**src/rtl/latch_debounce_pkg.sv**
```systemverilog
// latch_debounce_pkg: shared FSM state type and default parameters for latch_q_debouncer
package latch_debounce_pkg;
  typedef enum logic [1:0] {IDLE_LOW, CONFIRM_HIGH, IDLE_HIGH, CONFIRM_LOW} deb_state_t;
  localparam int SYNC_STAGES_DEF = 2;
  localparam int STABLE_CYCLES_DEF = 4;
endpackage

```
**src/rtl/latch_q_debouncer_sync_chain.sv**
```systemverilog
// sync_chain: async-reset (active-low) flop chain bringing an asynchronous bit into clk
module sync_chain #(
  parameter int STAGES = 2
) (
  input  logic clk,
  input  logic rst,
  input  logic d,
  output logic q
);
  logic [STAGES-1:0] ff_q;
  // shift d through STAGES flops every cycle
  always_ff @(posedge clk or negedge rst)
    if (!rst) ff_q <= '0;
    else ff_q <= {ff_q[STAGES-2:0], d};
  assign q = ff_q[STAGES-1];
endmodule

```
**src/rtl/latch_q_debouncer.sv**
```systemverilog
// latch_q_debouncer: synchronise and debounce latch Q, emit clean level, edge pulses and counts (optional LATCH_Q_GLITCH_CNT_EN adds glitch_cnt)
module latch_q_debouncer
  import latch_debounce_pkg::*;
#(
  parameter int SYNC_STAGES = SYNC_STAGES_DEF,
  parameter int STABLE_CYCLES = STABLE_CYCLES_DEF,
  parameter int CNT_W = 8
) (
  input  logic             clk,
  input  logic             rst,
  input  logic             d_in,
  input  logic             en,
  input  logic             clr_cnt,
  output logic             q_out,
  output logic             rise_pulse,
  output logic             fall_pulse,
  output logic [CNT_W-1:0] toggle_cnt,
  output logic             busy
`ifdef LATCH_Q_GLITCH_CNT_EN
  ,
  output logic [CNT_W-1:0] glitch_cnt
`endif
);
  localparam int SW = $clog2(STABLE_CYCLES);
  localparam logic [SW-1:0] LAST = SW'(STABLE_CYCLES - 1);
  logic s;
  deb_state_t state_q, state_d;
  logic [SW-1:0] stab_q, stab_d;
  logic q_q, q_d, rise_q, rise_d, fall_q, fall_d, acc, abort;
  logic [CNT_W-1:0] cnt_q, cnt_d;
  sync_chain #(.STAGES(SYNC_STAGES)) u_sync (.clk(clk), .rst(rst), .d(d_in), .q(s));
  // next state: a new level must survive STABLE_CYCLES confirm edges; any reversal aborts
  always_comb begin
    state_d = state_q;
    stab_d = stab_q;
    q_d = q_q;
    rise_d = 1'b0;
    fall_d = 1'b0;
    acc = 1'b0;
    abort = 1'b0;
    if (en)
      case (state_q)
        IDLE_LOW: if (s) begin state_d = CONFIRM_HIGH; stab_d = SW'(1); end
        CONFIRM_HIGH:
          if (!s) begin state_d = IDLE_LOW; stab_d = '0; abort = 1'b1; end
          else if (stab_q == LAST) begin state_d = IDLE_HIGH; stab_d = '0; q_d = 1'b1; rise_d = 1'b1; acc = 1'b1; end
          else stab_d = stab_q + 1'b1;
        IDLE_HIGH: if (!s) begin state_d = CONFIRM_LOW; stab_d = SW'(1); end
        CONFIRM_LOW:
          if (s) begin state_d = IDLE_HIGH; stab_d = '0; abort = 1'b1; end
          else if (stab_q == LAST) begin state_d = IDLE_LOW; stab_d = '0; q_d = 1'b0; fall_d = 1'b1; acc = 1'b1; end
          else stab_d = stab_q + 1'b1;
      endcase
    cnt_d = clr_cnt ? '0 : (acc && cnt_q != '1) ? cnt_q + 1'b1 : cnt_q;
  end
  // FSM, level, pulse and toggle counter registers
  always_ff @(posedge clk or negedge rst)
    if (!rst) begin
      state_q <= IDLE_LOW;
      stab_q <= '0;
      q_q <= 1'b0;
      rise_q <= 1'b0;
      fall_q <= 1'b0;
      cnt_q <= '0;
    end else begin
      state_q <= state_d;
      stab_q <= stab_d;
      q_q <= q_d;
      rise_q <= rise_d;
      fall_q <= fall_d;
      cnt_q <= cnt_d;
    end
`ifdef LATCH_Q_GLITCH_CNT_EN
  logic [CNT_W-1:0] gl_q, gl_d;
  assign gl_d = clr_cnt ? '0 : (abort && gl_q != '1) ? gl_q + 1'b1 : gl_q;
  // saturating count of rejected glitches
  always_ff @(posedge clk or negedge rst)
    if (!rst) gl_q <= '0;
    else gl_q <= gl_d;
  assign glitch_cnt = gl_q;
`endif
  assign q_out = q_q;
  assign rise_pulse = rise_q;
  assign fall_pulse = fall_q;
  assign toggle_cnt = cnt_q;
  assign busy = (state_q == CONFIRM_HIGH) || (state_q == CONFIRM_LOW);
endmodule

```
**config.mk**
```make
export PLATFORM = sky130hd
export DESIGN_NAME = latch_q_debouncer
export DESIGN_NICKNAME = d
export VERILOG_FILES = /design/src/rtl/latch_debounce_pkg.sv /design/src/rtl/latch_q_debouncer_sync_chain.sv /design/src/rtl/latch_q_debouncer.sv
export SDC_FILE = /design/constraint.sdc
export NUM_CORES = 1
export LEC_CHECK = 0
export CAP_MARGIN = 25
export CORE_ASPECT_RATIO = 0.8
export CORE_MARGIN = 10
export CORE_UTILIZATION = 35
export DETAILED_ROUTE_END_ITERATION = 10
export DONT_BUFFER_PORTS = 1
export GPL_TIMING_DRIVEN = 0
export MAX_ROUTING_LAYER = met4
export SYNTH_ARGS = -nofsm -noshare
export SYNTH_HDL_FRONTEND = slang
export SYNTH_HIERARCHICAL = 1
export SYNTH_SLANG_ARGS = --single-unit
export TNS_END_PERCENT = 100
```
**constraint.sdc**
```tcl
create_clock -name clk -period 1.5 [get_ports clk]
set_input_delay 0.3 -clock clk [delete_from_list [all_inputs] [get_ports clk]]
set_output_delay 0.3 -clock clk [all_outputs]
set_load 0.005 [all_outputs]
```
==> results of run 1 <==
## synthesized netlist by cell type, types with 2 or more instances
library cell,count,area (um^2)
ha_1,2,25.0
mux2i_1,2,20.0
nand3_1,6,30.0
nand2_1,13,48.8
nand4_1,2,12.5
a21oi_1,4,20.0
or4_1,2,15.0
xor2_1,2,17.5
nor3b_1,2,15.0
or3_2,2,15.0
o21ai_0,5,25.0
dfrtp_1,17,425
o31ai_1,2,15.0
nor2_1,4,15.0
## layer usage
layer	track usage (%)	vias up	share of wire, %
li1	-	295	-
met1	10.7	291	44
met2	12.7	13	51
met3	2.54	4	3.9
met4	4.03	0	1.6
met5	-	-	0
## worst reg2reg max path, stage by stage (launching register included)
cell and delay (ns):
dfrtp_1 0.38, ha_2 0.20, and3_4 0.20, o211ai_4 0.11, or4_4 0.49, a21oi_2 0.12
## path summary, 6_finish.rpt
path                           startpoint                    endpoint  slack (ns)  cells after the start
min in group asynchronous             rst  asynchronous set/reset pin        0.52                      1
setup / recovery                stab_q[1]               toggle_cnt[5]       -0.07                      5
hold / removal                       d_in              u_sync/ff_q[0]        0.03                      0
max in group asynchronous             rst               toggle_cnt[0]        0.46                      1
hold reg to reg            u_sync/ff_q[0]              u_sync/ff_q[1]        0.36                      0
setup reg to reg                stab_q[1]               toggle_cnt[5]       -0.07                      5
## final cells by class
class | instances | area [um^2]
fill | 221 | 1150
sequential | 17 | 434
multi-input combinational | 54 | 404
timing repair buffer | 11 | 85.1
tap | 25 | 31.3
clock buffer | 3 | 22.5
buffer | 2 | 7.51
clock inverter | 1 | 5.00
inverter | 1 | 3.75
## cell families (layout without fill, tap and decap cells)
family | Yosys count | after routing | share of synthesized area, %
AOI/OAI and AO/OA | 14 | 14 | 12.5
and+or+nand+nor | 33 | 33 | 21.3
adders and majority gates | 2 | 2 | 3.21
xor gates and xnor gates | 3 | 3 | 4.33
DFF | 17 | 17 | 54.6
muxes | 2 | 2 | 2.57
buffers and inverters | 3 | 18 | 1.44
## power by group through the flow
stage | logic, uW | clock network [uW] | registers (uW)
2_1_floorplan | 144 | 0 | 584
3_3_place_gp | 164 | 0 | 598
3_5_place_dp | 172 | 0 | 602
4_1_cts | 273 | 256 | 598
5_1_grt | 363 | 288 | 611
6_report | 321 | 249 | 602
## per-stage QoR
step / utilization, % / instances / hold slack [ns] / power (uW)
2_1_floorplan: - / 74 / 0.00441 / 728
3_3_place_gp: 38.2 / 99 / 0.00493 / 762
3_5_place_dp: 38.2 / 99 / 0.00487 / 774
4_1_cts: 44.4 / 112 / 0.0216 / 1130
5_1_grt: 46.4 / 114 / 0.00133 / 1260
6_report: 46.4 / 114 / 0.0267 / 1170
## flip-flops by register name, indices dropped and copies added, names as in the netlist, named ones only
name / count
fall_pulse: 1
q_out: 1
rise_pulse: 1
toggle_cnt: 8
u_sync/ff_q: 2
state_q: 1
stab_q: 2
## what timing repair did
item | in CTS | in global routing
setup buffers | 8 | 2
hold endpoints to repair | 17 | 0
setup endpoints to repair | 6 | 8
pin swaps | 6 | 6
resized for setup | 7 | 11
hold buffers | 1 | 0
==> results.sh, run 1 <==
export IMPL_num_antenna_cells=0
export IMPL_grt_pass1_wl_um=3130
export IMPL_synthCells=74
export IMPL_drc=0
export IMPL_fin_crit_sh_pct=105
export IMPL_path_delay_family="simple AND/OR/NAND/NOR gates"
export IMPL_ir_worst_vdd_v=0.000639
export IMPL_fp_coreArea_um2=2140
export IMPL_routed_wl_um=1730
export IMPL_cts_made_buffers=3
export IMPL_routed_via_density=5.29
export IMPL_synth_warnings=6
export IMPL_cellInternalPower_uw=806
export IMPL_cts_max_level=1
export IMPL_fin_ws_ns=-0.0702
export IMPL_grt_overflow=0
export IMPL_slew_headroom_pct=49.0
export IMPL_cts_root_buf="clkbuf_4"
export IMPL_start_util_pct=36.4
export IMPL_clk_pin_slew_ns=0.11
export IMPL_fmax_ghz=0.637
export IMPL_placed_cell_area_um2=817
export IMPL_antenna_left=0
export IMPL_synth_area_per_cell_um2=10.5
export IMPL_timing_worst_setup_path_type="flop to flop"
export IMPL_grt_max_degree=18
export IMPL_required_ns=1.72
export IMPL_synth_edf_count=0
export IMPL_setup_viol=4
export IMPL_p_leak_uw=0.000422
export IMPL_place_hpwl_um=1140
export IMPL_p_per_area_nw_per_um2=1180
export IMPL_place_congestion=0.732
export IMPL_drive_gt1_share_pct=38.2
export IMPL_crit_arrival_ns=1.79
export IMPL_worstPathMaxFanout=7
export IMPL_critPathLaunchType="flop"
export IMPL_row_count=15
export IMPL_switching_share_pct=31.3
export IMPL_synth_seq_cells=17
export IMPL_fin_nets=97
export IMPL_clk_path_buf_depth=2
export IMPL_cts_sinks=17
export IMPL_period_needed_ns=1.57
export IMPL_rsz0062_at_grt="true"
export IMPL_violations="negative setup slack"
export IMPL_port_buffers=0
export IMPL_ios=17
export IMPL_place_ws_ns=-0.246
export IMPL_grt_pass1_vias=659
export IMPL_seqPwrFrac_pct=51.4
export IMPL_cap_violations=0
export IMPL_status="finished, violations left"
export IMPL_vias=603
export IMPL_drtPass1Iterations=4
export IMPL_tns_ns=-0.143
export IMPL_path_cells="ha_2, and3_4, o211ai_4, or4_4, a21oi_2"
export IMPL_slowest_stage="or4_4"
export IMPL_drv_slew=0
export IMPL_clkPwrFrac_pct=21.3
export IMPL_drtIter0Drc=9
export IMPL_clkLatencyLatePin_ns=0.29
export IMPL_yosysSeqAreaShare_pct=54.6
export IMPL_clock_skew_ns=0.00448
export IMPL_layout_area_overhead_vs_synth_pct=27.4
export IMPL_die_area_um2=4530
export IMPL_die_w_um=72.8
export IMPL_p_switching_uw=366
export IMPL_critPathCaptureType="flop"
export IMPL_async_flop_share_pct=100
export IMPL_final_cell_mix="nand2_1, dfrtp_1, buf_4"
export IMPL_final_common_cell="nand2_1"
export IMPL_slowest_delay_ns=0.49
export IMPL_hold_class="input pin to flop"
export IMPL_grt_util_all_layers_pct=8.68
export IMPL_netlist_area_um2=779
export IMPL_wire_per_inst_um=15.1
export IMPL_worstMarginPinSlew_ns=0.763
export IMPL_synth_ff_type="dfrtp_1"
export IMPL_postLayoutCellArea_um2=993
export IMPL_combPwrFrac_pct=27.4
export IMPL_cts_tree="done"
export IMPL_worst_path_buf_inv=0
export IMPL_mappedNetlistNets=81
export IMPL_antenna_found_initial=0
export IMPL_hold_viol_final=0
export IMPL_ys_types=23
export IMPL_die_h_um=62.2
No activity file was read; power rests on OpenSTA's default activity.
==> inputs of run 2 (changes only) <==
--- a/config.mk
+++ b/config.mk
@@ -13,6 +13,7 @@
 export DONT_BUFFER_PORTS = 1
 export GPL_TIMING_DRIVEN = 0
 export MAX_ROUTING_LAYER = met4
+export SETUP_SLACK_MARGIN = 0.4
 export SYNTH_ARGS = -nofsm -noshare
 export SYNTH_HDL_FRONTEND = slang
 export SYNTH_HIERARCHICAL = 1
==> run 2 against run 1 <==
  * The run still ends with negative setup slack left
  * Critical endpoint unchanged
  * Critical path depth stayed put
  * Setup slack worse by 0.015 ns
  * Die area stayed put
  * Power is 6.5% higher
  * Sequential power is 1% lower
  * Highest routed layer unchanged
  * Largest power group unchanged
  * Global-route usage is 0.25 points higher
  * Fmax is 0.92% lower
  * Clock-buffer cell count is 1 higher
  * Clock power hardly changed
==> results.sh, run 2 (same netlist as run 1, synthesis figures left out) <==
export IMPL_drive_gt1_share_pct=51.5
export IMPL_cap_violations=0
export IMPL_place_congestion=0.738
export IMPL_start_util_pct=36.4
export IMPL_path_cells="ha_2, and3_4, o211ai_4, or4_4, a21oi_2"
export IMPL_fp_coreArea_um2=2140
export IMPL_final_common_cell="nand2_1"
export IMPL_place_hpwl_um=1120
export IMPL_die_area_um2=4530
export IMPL_clk_pin_slew_ns=0.10
export IMPL_fmax_ghz=0.631
export IMPL_drv_slew=0
export IMPL_grt_overflow=0
export IMPL_routed_via_density=5.27
export IMPL_cts_made_buffers=3
export IMPL_die_w_um=72.8
export IMPL_top_usage_layer="met2"
export IMPL_hold_class="input pin to flop"
export IMPL_cts_root_buf="clkbuf_4"
export IMPL_timing_worst_setup_path_type="flop to flop"
export IMPL_postLayoutCellArea_um2=1140
export IMPL_antenna_left=0
export IMPL_p_leak_uw=0.000483
export IMPL_p_per_area_nw_per_um2=1090
export IMPL_clkLatencyLatePin_ns=0.29
export IMPL_clock_skew_ns=0.00458
export IMPL_worstPathMaxFanout=7
export IMPL_fin_hold_ws_ns=0.0637
export IMPL_largest_reg_flops=8
export IMPL_antenna_found_initial=0
export IMPL_wire_per_inst_um=16.3
export IMPL_required_ns=1.73
export IMPL_final_cell_mix="nand2_1, buf_4, dfrtp_2"
export IMPL_period_needed_ns=1.58
export IMPL_ios=17
export IMPL_worstMarginPinSlew_ns=0.767
export IMPL_slowest_stage="or4_4"
export IMPL_setup_viol=8
export IMPL_rsz0062_at_grt="true"
export IMPL_slowest_delay_ns=0.50
export IMPL_grt_pass1_wl_um=3180
export IMPL_crit_arrival_ns=1.81
export IMPL_critPathCaptureType="flop"
export IMPL_ir_worst_vdd_v=0.000612
export IMPL_vias=643
export IMPL_grt_util_met1_pct=9.17
export IMPL_fin_nets=105
export IMPL_clk_path_buf_depth=2
export IMPL_cts_max_level=1
export IMPL_placed_cell_area_um2=830
export IMPL_fin_crit_sh_pct=106
export IMPL_drtPass1Iterations=4
export IMPL_drc=0
export IMPL_layout_area_overhead_vs_synth_pct=46.5
export IMPL_grt_pass1_vias=631
export IMPL_critPathLaunchType="flop"
export IMPL_cts_sinks=17
export IMPL_status="finished, violations left"
export IMPL_fin_cells=122
export IMPL_port_buffers=0
export IMPL_regToRegSetupSlack_ns=-0.08
export IMPL_violations="negative setup slack"
export IMPL_fin_ws_ns=-0.0848
export IMPL_drtIter0Drc=25
export IMPL_gr_usage_met2_pct=14.5
export IMPL_routed_wl_um=1990
export IMPL_hold_viol_final=0
export IMPL_dp_cells=99
export IMPL_slew_headroom_pct=48.9
export IMPL_use_met3_pct=4.44
export IMPL_grt_util_all_layers_pct=8.93
export IMPL_cts_tree="done"
export IMPL_die_h_um=62.2
export IMPL_row_count=15
export IMPL_grt_max_degree=18
export IMPL_num_antenna_cells=0
run 2: metal layers:
metal  part of all wire [%]  wire, um
met1                     41       810
met2                     53      1060
met3                    5.3       106
met4                    1.1        21
met5                      0         0
run 2: cell type report:
| class | instances | area, um^2 |
|---|---|---|
| buffer | 2 | 15.0 |
| clock buffer | 4 | 26.3 |
| fill | 194 | 997 |
| inverter | 1 | 3.75 |
| multi-input combinational | 54 | 447 |
| sequential | 17 | 438 |
| tap | 25 | 31.3 |
| timing repair buffer | 19 | 181 |
run 2: power by group:
group          internal (uW)  total, uW  switching [uW]
Sequential               528        596            68.5
Clock                    104        250             146
Combinational            218        402             185
run 2: final timing paths:
check / start / endpoint / depth (start not counted)
max: stab_q[0] / toggle_cnt[5] / 5
min: en / state_q[0] / 1
max reg2reg: stab_q[0] / toggle_cnt[5] / 5
min reg2reg: u_sync/ff_q[0] / u_sync/ff_q[1] / 0
max in group asynchronous: rst / u_sync/ff_q[1] / 1
min in group asynchronous: rst / toggle_cnt[5] / 1
run 2: repair_timing:
item / in CTS / in global routing
pin swaps: 15 / 8
hold endpoints to repair: 17 / 1
buffers inserted: 11 / 6
endpoints found under the setup margin: 15 / 34
hold buffers: 1 / 1
resized for setup: 20 / 17
run 2: critical path, delay by kind of cell (launching register included):
kind	cells	cell delay [ns]
flip-flops	1	0.37
AO/OA/AOI/OAI	2	0.25
adder cells (fa/ha/maj)	1	0.19
AND/OR/NAND/NOR	2	0.71
run 2: stage by stage:
stage / total power, uW / util [%] / setup TNS, ns / setup WS [ns]
floorplan: 733 / - / -0.212 / -0.0793
global placement: 769 / 38.8 / -0.751 / -0.214
detailed placement: 775 / 38.8 / -0.851 / -0.245
CTS: 1160 / 48.0 / -0.210 / -0.0758
global route: 1330 / 53.4 / -1.30 / -0.195
finish: 1250 / 53.4 / -0.416 / -0.0848
